### src/rtl/cic_pkg.sv
// Shared constants, FSM encoding and the integer log helper for the CIC gain shifter.
package cic_pkg;

  localparam int CIC_BW = 16;
  localparam int CIC_N  = 4;
  localparam int CIC_RW = 8;

  typedef enum logic [1:0] {
    START = 2'd0,
    POWER = 2'd1,
    LOG   = 2'd2,
    IDLE  = 2'd3
  } gain_state_t;

  // Smallest g with x <= 2**g (so 0 and 1 both give 0); x is at most 64 bits.
  function automatic logic [31:0] cic_clog2(input logic [63:0] x);
    logic [31:0] g;
    g = '0;
    for (int i = 0; i < 64; i++) begin
      if ((64'd1 << i) < x) g = 32'(i + 1);
    end
    return g;
  endfunction

endpackage

### src/rtl/cic_dec_gain_shifter_if.sv
// Sample/rate bus between the last comb stage, the gain shifter and the output stage.
interface cic_dec_gain_shifter_if
  import cic_pkg::*;
#(
  parameter int BW         = CIC_BW,
  parameter int RW         = CIC_RW,
  parameter int MAXBITGAIN = CIC_N * CIC_RW
);
  logic [RW-1:0]                  rate;
  logic                           strobe_in;
  logic signed [BW+MAXBITGAIN-1:0] signal_in;
  logic                           strobe_out;
  logic signed [BW-1:0]           signal_out;
  logic                           sat;
  logic                           gain_ready;

  modport master (
    output rate, strobe_in, signal_in,
    input  strobe_out, signal_out, sat, gain_ready
  );

  modport slave (
    input  rate, strobe_in, signal_in,
    output strobe_out, signal_out, sat, gain_ready
  );
endinterface

### src/rtl/cic_bitgain_calc.sv
// Multi-cycle engine computing ceil(N*log2(rate)) as rate**N followed by an integer clog2.
module cic_bitgain_calc
  import cic_pkg::*;
#(
  parameter int N          = CIC_N,
  parameter int RW         = CIC_RW,
  parameter int MAXBITGAIN = N * RW,
  parameter int SW         = $clog2(MAXBITGAIN + 1)
) (
  input  logic          clock,
  input  logic          reset_n,
  input  logic [RW-1:0] rate,
  output logic [SW-1:0] shift,
  output logic          gain_ready
);

  localparam int AW = N * RW;
  localparam int CW = (N > 1) ? $clog2(N) : 1;

  gain_state_t   state_reg, state_next;
  logic [RW-1:0] rate_q_reg, rate_q_next;
  logic [AW-1:0] acc_reg, acc_next;
  logic [CW-1:0] cnt_reg, cnt_next;
  logic [SW-1:0] shift_reg, shift_next;
  logic          ready_reg, ready_next;
  logic [31:0]   lg;

  always_ff @(posedge clock or negedge reset_n) begin
    if (!reset_n) begin
      state_reg  <= START;
      rate_q_reg <= '0;
      acc_reg    <= '0;
      cnt_reg    <= '0;
      shift_reg  <= SW'(MAXBITGAIN);
      ready_reg  <= 1'b0;
    end else begin
      state_reg  <= state_next;
      rate_q_reg <= rate_q_next;
      acc_reg    <= acc_next;
      cnt_reg    <= cnt_next;
      shift_reg  <= shift_next;
      ready_reg  <= ready_next;
    end
  end

  always_comb begin
    state_next  = state_reg;
    rate_q_next = rate_q_reg;
    acc_next    = acc_reg;
    cnt_next    = cnt_reg;
    shift_next  = shift_reg;
    ready_next  = ready_reg;
    lg          = cic_clog2(64'(acc_reg));
    unique case (state_reg)
      START: begin
        rate_q_next = rate;
        acc_next    = AW'(rate);
        cnt_next    = CW'(N - 1);
        state_next  = (N == 1) ? LOG : POWER;
      end
      POWER: begin
        if (rate != rate_q_reg) begin
          state_next = START;
        end else begin
          acc_next = acc_reg * AW'(rate_q_reg);
          cnt_next = cnt_reg - CW'(1);
          if (cnt_reg == CW'(1)) state_next = LOG;
        end
      end
      LOG: begin
        // A rate change here restarts without touching shift, so no stale gain is published.
        if (rate != rate_q_reg) begin
          state_next = START;
        end else begin
          if (rate_q_reg == '0)
            shift_next = SW'(MAXBITGAIN);
          else
            shift_next = (lg > 32'(MAXBITGAIN)) ? SW'(MAXBITGAIN) : SW'(lg);
          ready_next = 1'b1;
          state_next = IDLE;
        end
      end
      IDLE: begin
        if (rate != rate_q_reg) begin
          ready_next = 1'b0;
          state_next = START;
        end
      end
      default: state_next = START;
    endcase
  end

  assign shift      = shift_reg;
  assign gain_ready = ready_reg;

endmodule

### src/rtl/cic_dec_gain_shifter.sv
// Two-stage output shifter for an N-stage CIC decimator: round half-up, then saturate to BW bits.
module cic_dec_gain_shifter
  import cic_pkg::*;
#(
  parameter int BW         = CIC_BW,
  parameter int N          = CIC_N,
  parameter int RW         = CIC_RW,
  parameter int MAXBITGAIN = N * RW
) (
  input  logic                  clock,
  input  logic                  reset_n,
  cic_dec_gain_shifter_if.slave bus
);

  localparam int IW = BW + MAXBITGAIN;
  localparam int XW = IW + 1;
  localparam int SW = $clog2(MAXBITGAIN + 1);
  localparam logic signed [XW-1:0] SAT_HI = {{(XW-BW+1){1'b0}}, {(BW-1){1'b1}}};
  localparam logic signed [XW-1:0] SAT_LO = {{(XW-BW+1){1'b1}}, {(BW-1){1'b0}}};

  logic [SW-1:0]          shift;
  logic                   gain_ready;
  logic signed [XW-1:0]   sig_ext;
  logic signed [XW-1:0]   shifted;
  logic signed [XW-1:0]   t_next;
  logic signed [XW-1:0]   t_reg;
  logic [XW-1:0]          round_mask;
  logic                   rnd_bit;
  logic                   v1_reg;
  logic                   clip_hi, clip_lo;
  logic [BW-1:0]          sat_val;
  logic                   strobe_out_reg;
  logic [BW-1:0]          signal_out_reg;
  logic                   sat_reg;

  cic_bitgain_calc #(
    .N          (N),
    .RW         (RW),
    .MAXBITGAIN (MAXBITGAIN),
    .SW         (SW)
  ) u_bitgain (
    .clock      (clock),
    .reset_n    (reset_n),
    .rate       (bus.rate),
    .shift      (shift),
    .gain_ready (gain_ready)
  );

  // One extra sign bit keeps the rounding increment from overflowing.
  assign sig_ext = {bus.signal_in[IW-1], bus.signal_in};
  assign shifted = sig_ext >>> shift;

  // Selects bit shift-1, the half-LSB that decides round-up; all zero when shift is 0.
  genvar gi;
  generate
    for (gi = 0; gi < XW; gi++) begin : g_round
      assign round_mask[gi] = (32'(shift) == 32'(gi + 1));
    end
  endgenerate

  assign rnd_bit = |(sig_ext & round_mask);
  assign t_next  = shifted + {{(XW-1){1'b0}}, rnd_bit};

  always_ff @(posedge clock or negedge reset_n) begin
    if (!reset_n) begin
      v1_reg <= 1'b0;
      t_reg  <= '0;
    end else begin
      v1_reg <= bus.strobe_in;
      if (bus.strobe_in) t_reg <= t_next;
    end
  end

  always_comb begin
    clip_hi = (t_reg > SAT_HI);
    clip_lo = (t_reg < SAT_LO);
    sat_val = t_reg[BW-1:0];
    if (clip_hi)
      sat_val = {1'b0, {(BW-1){1'b1}}};
    else if (clip_lo)
      sat_val = {1'b1, {(BW-1){1'b0}}};
  end

  always_ff @(posedge clock or negedge reset_n) begin
    if (!reset_n) begin
      strobe_out_reg <= 1'b0;
      signal_out_reg <= '0;
      sat_reg        <= 1'b0;
    end else begin
      strobe_out_reg <= v1_reg;
      sat_reg        <= v1_reg & (clip_hi | clip_lo);
      if (v1_reg) signal_out_reg <= sat_val;
    end
  end

  assign bus.strobe_out = strobe_out_reg;
  assign bus.signal_out = signal_out_reg;
  assign bus.sat        = sat_reg;
  assign bus.gain_ready = gain_ready;

endmodule

### src/flat_wrapper.sv
// flat-port wrapper written by rule: the top's interface ports become plain ports
module cic_dec_gain_shifter_flat import cic_pkg::*;
#(
  parameter int BW         = CIC_BW,
  parameter int N          = CIC_N,
  parameter int RW         = CIC_RW,
  parameter int MAXBITGAIN = N * RW
)
  (clock, reset_n, bus_rate, bus_strobe_in, bus_signal_in, bus_strobe_out, bus_signal_out, bus_sat, bus_gain_ready);
  cic_dec_gain_shifter_if #(.BW(BW), .RW(RW), .MAXBITGAIN(MAXBITGAIN)) bus_i ();
  input  logic clock;
  input  logic reset_n;
  input wire logic [$bits(bus_i.rate)-1:0] bus_rate;
  input wire logic [$bits(bus_i.strobe_in)-1:0] bus_strobe_in;
  input wire logic [$bits(bus_i.signal_in)-1:0] bus_signal_in;
  output wire logic [$bits(bus_i.strobe_out)-1:0] bus_strobe_out;
  output wire logic [$bits(bus_i.signal_out)-1:0] bus_signal_out;
  output wire logic [$bits(bus_i.sat)-1:0] bus_sat;
  output wire logic [$bits(bus_i.gain_ready)-1:0] bus_gain_ready;
  assign bus_i.rate = bus_rate;
  assign bus_i.strobe_in = bus_strobe_in;
  assign bus_i.signal_in = bus_signal_in;
  assign bus_strobe_out = bus_i.strobe_out;
  assign bus_signal_out = bus_i.signal_out;
  assign bus_sat = bus_i.sat;
  assign bus_gain_ready = bus_i.gain_ready;
  cic_dec_gain_shifter #(.BW(BW), .N(N), .RW(RW), .MAXBITGAIN(MAXBITGAIN)) u_core (.clock(clock), .reset_n(reset_n), .bus(bus_i));
endmodule
### config.mk
export PLATFORM = sky130hd
export DESIGN_NAME = cic_dec_gain_shifter_flat
export DESIGN_NICKNAME = d
export VERILOG_FILES = /design/src/rtl/cic_pkg.sv /design/src/rtl/cic_dec_gain_shifter_if.sv /design/src/rtl/cic_bitgain_calc.sv /design/src/rtl/cic_dec_gain_shifter.sv /design/src/flat_wrapper.sv
export SDC_FILE = /design/constraint.sdc
export NUM_CORES = 1
export LEC_CHECK = 0
export BUFFER_PORTS_ARGS = -buffer_cell sky130_fd_sc_hd__buf_2
export CAP_MARGIN = 10
export CELL_PAD_IN_SITES_DETAIL_PLACEMENT = 1
export CELL_PAD_IN_SITES_GLOBAL_PLACEMENT = 1
export CORE_MARGIN = 8
export CORE_UTILIZATION = 50
export DETAILED_ROUTE_END_ITERATION = 6
export GPL_ROUTABILITY_DRIVEN = 1
export PLACE_DENSITY = 0.85
export SYNTH_ARGS = -nofsm -noshare
export SYNTH_HDL_FRONTEND = slang
export SYNTH_SLANG_ARGS = --single-unit
### constraint.sdc
create_clock -name clock -period 7 [get_ports clock]
set_input_delay 0.7 -clock clock [delete_from_list [all_inputs] [get_ports clock]]
set_output_delay 0.7 -clock clock [all_outputs]
set_load 0.1 [all_outputs]
Word-level counts from Yosys, hierarchy flattened:

Index checks and enable logic that the tools add are counted.

* bits in registers: 119
* latch bits: 0
* memory bits (writable): 0
* ROM bits: 0
* input port bits: 59
* output and inout port bits: 19
* logic and storage cells: 171
* memories: 0

* add/sub/neg operators: 2
* multipliers: 1
* div/mod/pow operators: 0
* $lt $le $gt $ge: 36
* eq/ne operators: 58
* shift operators: 1
* multiplexer cells: 49
* bitwise gates (word level): 4
* reduce and logical (&&, ||, !) cells: 9

Operators with widths (number)
* 32-bit 2-to-1 mux: 32
* 6-bit equality test, second input constant: 18
* 6-bit by 5-bit equality test with 1-bit output, second input constant: 16
* 64-bit by 32-bit less-than comparator with 1-bit output, first input constant: 1
* 32-bit one-hot mux with 2 select lines: 1
* 49-bit by 1-bit adder with 49-bit output: 1
* 49-bit bitwise AND: 1
* 49-bit by 16-bit > comparator with 1-bit output, second input constant: 1
* 49-bit by 16-bit less-than comparator with 1-bit output, second input constant: 1
* 49-bit OR reduction: 1
* 48-bit by 6-bit >>> shifter with 49-bit output: 1
* 6-bit by 4-bit equality test with 1-bit output, second input constant: 8
* 32-bit by 6-bit > comparator with 1-bit output, second input constant: 1
* 1-bit by 32-bit less-than comparator with 1-bit output, first input constant: 1
* 10-bit by 32-bit less-than comparator with 1-bit output, first input constant: 1
* 11-bit by 32-bit less-than comparator with 1-bit output, first input constant: 1
* 12-bit by 32-bit less-than comparator with 1-bit output, first input constant: 1
* 13-bit by 32-bit less-than comparator with 1-bit output, first input constant: 1
* 14-bit by 32-bit less-than comparator with 1-bit output, first input constant: 1
* 15-bit by 32-bit less-than comparator with 1-bit output, first input constant: 1
* 16-bit by 32-bit less-than comparator with 1-bit output, first input constant: 1
* 17-bit by 32-bit less-than comparator with 1-bit output, first input constant: 1
* 18-bit by 32-bit less-than comparator with 1-bit output, first input constant: 1
* 19-bit by 32-bit less-than comparator with 1-bit output, first input constant: 1
* other kinds (46): 66

Longest topological paths before layout:

* depth after elaboration: 37
* depth in mapped cells: 25
* depth with buffers taken out: 20

Cells and area by module:

From an unflattened synthesis, not the netlist that was laid out.

* cells, all modules: 2023
* area total of the unflattened synthesis: 17489.3 um^2

Modules (own cells, without submodules)
* cic_bitgain_calc: times used 1, cells each 1095, area each 9313.9 um^2, sequential area each 1277.5 um^2
* cic_dec_gain_shifter: times used 1, cells each 928, area each 8175.3 um^2, sequential area each 1701.6 um^2

Worst setup path before layout:

OpenSTA, ideal clock, no wires.

* path kind: reg2reg
* start point: register u_core.u_bitgain.rate_q_reg[7]
* end point: register u_core.u_bitgain.acc_reg[31]
* setup time: 0.121 ns
* arrival: 5.148 ns
* data required time: 6.879 ns
* slack: 1.731 ns
* cell stages (with the launch flop): 20
* buffers on the path: 2
* clock period less this slack: 5.269 ns
* cells stage by stage: dfrtp_1 > clkbuf_1 > clkbuf_1 > nand2_1 > fa_1 > inv_1 > fa_1 > fa_1 > fa_1 > ha_1 > a21oi_1 > a21boi_0 > o21a_1 > or2_2 > nor2_1 > nor3b_1 > o31ai_1 > o41ai_1 > xnor2_1 > a22o_1

* word-level cells in the longest chain between the ends: 3
* elaborated cells between the ends (all ways): 6
* those cells by class: 1 x mul; 2 x eq/ne; 2 x mux; 1 x reduce/logical

RTL lines
* start: declaration: line cic_bitgain_calc.sv:21 `logic [RW-1:0] rate_q_reg, rate_q_next;`
* start signal: assignment: line cic_bitgain_calc.sv:38 `rate_q_reg <= rate_q_next;`
* 32-bit by 8-bit multiplier with 32-bit output or 8-bit inequality test (tied branches): line cic_bitgain_calc.sv:65, cic_bitgain_calc.sv:62
* 32-bit 2-to-1 mux or 2-bit inequality test (tied branches)
* 32-bit one-hot mux with 2 select lines or 2-bit AND reduction (tied branches)
* end signal: assignment: line cic_bitgain_calc.sv:39 `acc_reg <= acc_next;`
* end: declaration: line cic_bitgain_calc.sv:22 `logic [AW-1:0] acc_reg, acc_next;`

Several ways; a longest one is shown, not always the timed one. The select of a mux whose other input is x is not followed.
A chain may end at the register's enable or synchronous reset.

Worst setup path after layout:

* start point: register u_core.u_bitgain.rate_q_reg[3]
* end point: register u_core.u_bitgain.acc_reg[24]

The elaborated chain is that of the path after synthesis.

==> metrics <==
Post-synth EDFFs=0; initial antenna violation count=0; CP max FO=32; synth-to-layout area growth=5.79%; largest net degree at the start of global routing=70; routed len/inst=24.6 µm; Final GP Congestion=~0.97; Worst R2R Setup Slack=~0.53 ns; Tcrit/Tclk final=0.924; I/O Buffers=77; Compound-Gate Fraction of Synth Area=0.151; Synth Area in Adders=0.208; maxcap violations=0; Final setup viols=0; Final Hold Viols=0; largest family of logic cells by synthesized area=adder cells; Detailed Route Iter0 Violations=1312; DIE HEIGHT=204 µm; Mapped Nets=between 2000 and 2500; Cell Chain, Critical Path=nand2_1 > fa_1 > fa_1 > inv_1 > fa_1 > fa_1 > ha_1 > a21o_1 > a21oi_1 > o21ai_0 > a211oi_1 > o31a_1 > o21ai_0 > a21o_1 > a21boi_0 > xnor2_1 > a22o_1; asr flop ratio synth=1.00; yosys warns=0; H-tree Lvls=4; Worst setup EP type=flop; DR vias/cell=about 6.5; maximum VDD drop=between 0.6 and 0.7 mV; r2r startpoint=u_core.u_bitgain.rate_q_reg[3]; Antenna Cells=0; ys flop type=dfrtp_1; Synth Register Bits=119; CP Buf/Inv Count=1; GR Util All Layers=0.293; Mean Syn Cell Area=~8.9 µm²; FILL cells=~4100; GR Util met3=0.0414; DRC viols=0; Die Wd=approximately 200 µm; GRT met2 Usage=0.518; final net count=2228; Post-CTS Setup Bufs=0; fraction of layout cells with a size suffix above 1=0.158; Setup TNS=0 ns; Core Area=approximately 35000 µm²; max FFs per register=49; Post-Synth XOR/XNOR Area=0.0426; total CTS buffers=17; Overflow after GRT=0; Slowest-stage cell, CP=dfrtp_1; DR pass1 iterations=5; achievable frequency=0.155 GHz; Slew HR=0.193; r2r endpoint=u_core.u_bitgain.acc_reg[24]; worst stage delay on the critical path=between 1 and 1.5 ns; vias in the first global route=~17000; CTS tree=done; cell depth of the worst setup path=17; met1 Resource Use GR=0.350; multi-input logic area=between 10000 and 15000 µm²; Distinct cells, synth=97; final worst slack=0.529 ns; PostCTS Resize Cnt=0; most common library cell in the layout ignoring fill and taps=nand2_1; design area=18700 µm²; FF+latch area=between 2000 and 3000 µm²; Initial Utilization=0.502; simple-gate share of the synthesized area=0.196; final cell count without fillers=2443; boundary pin count=78; Startpoint Class=flop; Rows=69; Power Density=268 nW/µm²; mux contribution to synthesized area=0.158; crit path kind=reg2reg; status=finished, final reports clean; placed inst area=~18000 µm²; pre-CTS WS=0.699 ns; Worst Path Required=7.35 ns; CTS root buffer=clkbuf_16; Clk Latency, worst-skew pair=about 0.46 ns; die area=~42000 µm²; Clk pin slew, worst setup/hold paths=about 0.080 ns; Pins Over Slew Limit=0; clock tree buffer depth=2; grt peak-use layer=met2; number of clock sinks=119; Final ANT Viol Nets=0; Slew @ Worst Pin=1.21 ns; Min-Delay Path Class=in2async; Post-CTS Hold Buffers=0; Pleak=about 8 nW; most frequent cells in the layout=237 x nand2_1, 175 x inv_1, 156 x fa_1, 118 x nor2_1, 115 x a21oi_1; CP Data Arrival Time=between 6 and 7 ns; Worst Clk Skew=around 0.019 ns; R2R cell count=17; Mapped Cells=1996; DP Wirelength=around 45000 µm; Top delay family on crit path=adder cells; Detailed Route WL=about 60000 µm; global-route wire length before repair=about 97000 µm; Cells after DPL=between 2000 and 2500; cell mode on critical path=fa_1; fin crit period=approximately 6.5 ns; RSZ-0062 raised after global routing=false; cell area after synthesis=roughly 18000 µm²; routed vias=~16000; sequential fraction of the synthesis area=0.168
==> per-stage QoR <==
step,utilization,power (W),hold WS [ns]
after detailed placement,0.516,0.00409,0.498
after global routing,0.531,0.00545,0.466
after global placement,0.516,0.00390,0.465
final,0.531,0.00501,0.404
after CTS,0.531,0.00501,0.431
after floorplan,-,0.00320,0.404
==> synth_stat cells, types with 8 or more instances <==
master	n	area share
nand3_1	28	0.0079
xnor2_1	52	0.026
buf_2	25	0.0071
a22o_1	22	0.011
nand2b_1	18	0.0064
o31ai_1	13	0.0055
or2_2	14	0.0050
dfrtp_1	118	0.17
fa_1	156	0.18
and2_1	109	0.039
xor2_1	34	0.017
mux4_2	56	0.071
nand2_1	237	0.050
or3_1	12	0.0042
o22ai_1	12	0.0042
a21oi_1	115	0.033
clkbuf_1	92	0.020
nor3_1	36	0.010
nor4_1	23	0.0081
a22oi_1	8	0.0034
o21ai_0	60	0.017
and3_1	10	0.0035
buf_1	12	0.0025
nor2b_1	9	0.0032
inv_1	175	0.037
o211ai_1	15	0.0064
a211oi_1	18	0.0076
mux2_2	68	0.043
nor2_1	118	0.025
mux2i_1	59	0.033
a21o_1	18	0.0076
nand4_1	19	0.0067
buf_4	12	0.0051
a31oi_1	11	0.0039
ha_1	43	0.030
==> logic make-up after synthesis <==
family,after synthesis
mux,190
xor+xnor,86
compound gates,395
simple gates,679
fa+ha+maj,200
buf+inv,327
flops,119
==> worst max-delay path by stage <==
stage	start	endpoint	slack [ns]
final	u_core.u_bitgain.rate_q_reg[3]	u_core.u_bitgain.acc_reg[24]	0.53
after global routing	u_core.u_bitgain.rate_q_reg[3]	u_core.u_bitgain.acc_reg[24]	0.23
after CTS	u_core.u_bitgain.rate_q_reg[3]	u_core.u_bitgain.acc_reg[24]	0.62
after detailed placement	u_core.u_bitgain.rate_q_reg[3]	u_core.u_bitgain.acc_reg[31]	0.70
after global placement	u_core.u_bitgain.rate_q_reg[7]	u_core.u_bitgain.acc_reg[31]	0.98
after floorplan	u_core.u_bitgain.rate_q_reg[7]	u_core.u_bitgain.acc_reg[31]	1.73
==> where the power goes <==
group / total (W) / switching (W) / internal, W
Sequential: 0.000956 / 0.000201 / 0.000755
Combinational: 0.00321 / 0.00193 / 0.00128
Clock: 0.000850 / 0.000377 / 0.000473
==> area by class of cell <==
cell class              instances  area share
clock buffers                  19      0.0242
clock inverters                12     0.00501
inverters                     179      0.0359
multi-input cells            1550       0.713
flip-flops and latches        119       0.160
well taps                     461      0.0308
repair buffers                103      0.0312
==> layer usage <==
layer / wire length [µm] / share of wire
met1: 22700 / 0.38
met2: 31500 / 0.52
met3: 3240 / 0.054
met4: 2640 / 0.044
met5: 0 / 0
Power figures use the tool's default switching activity.
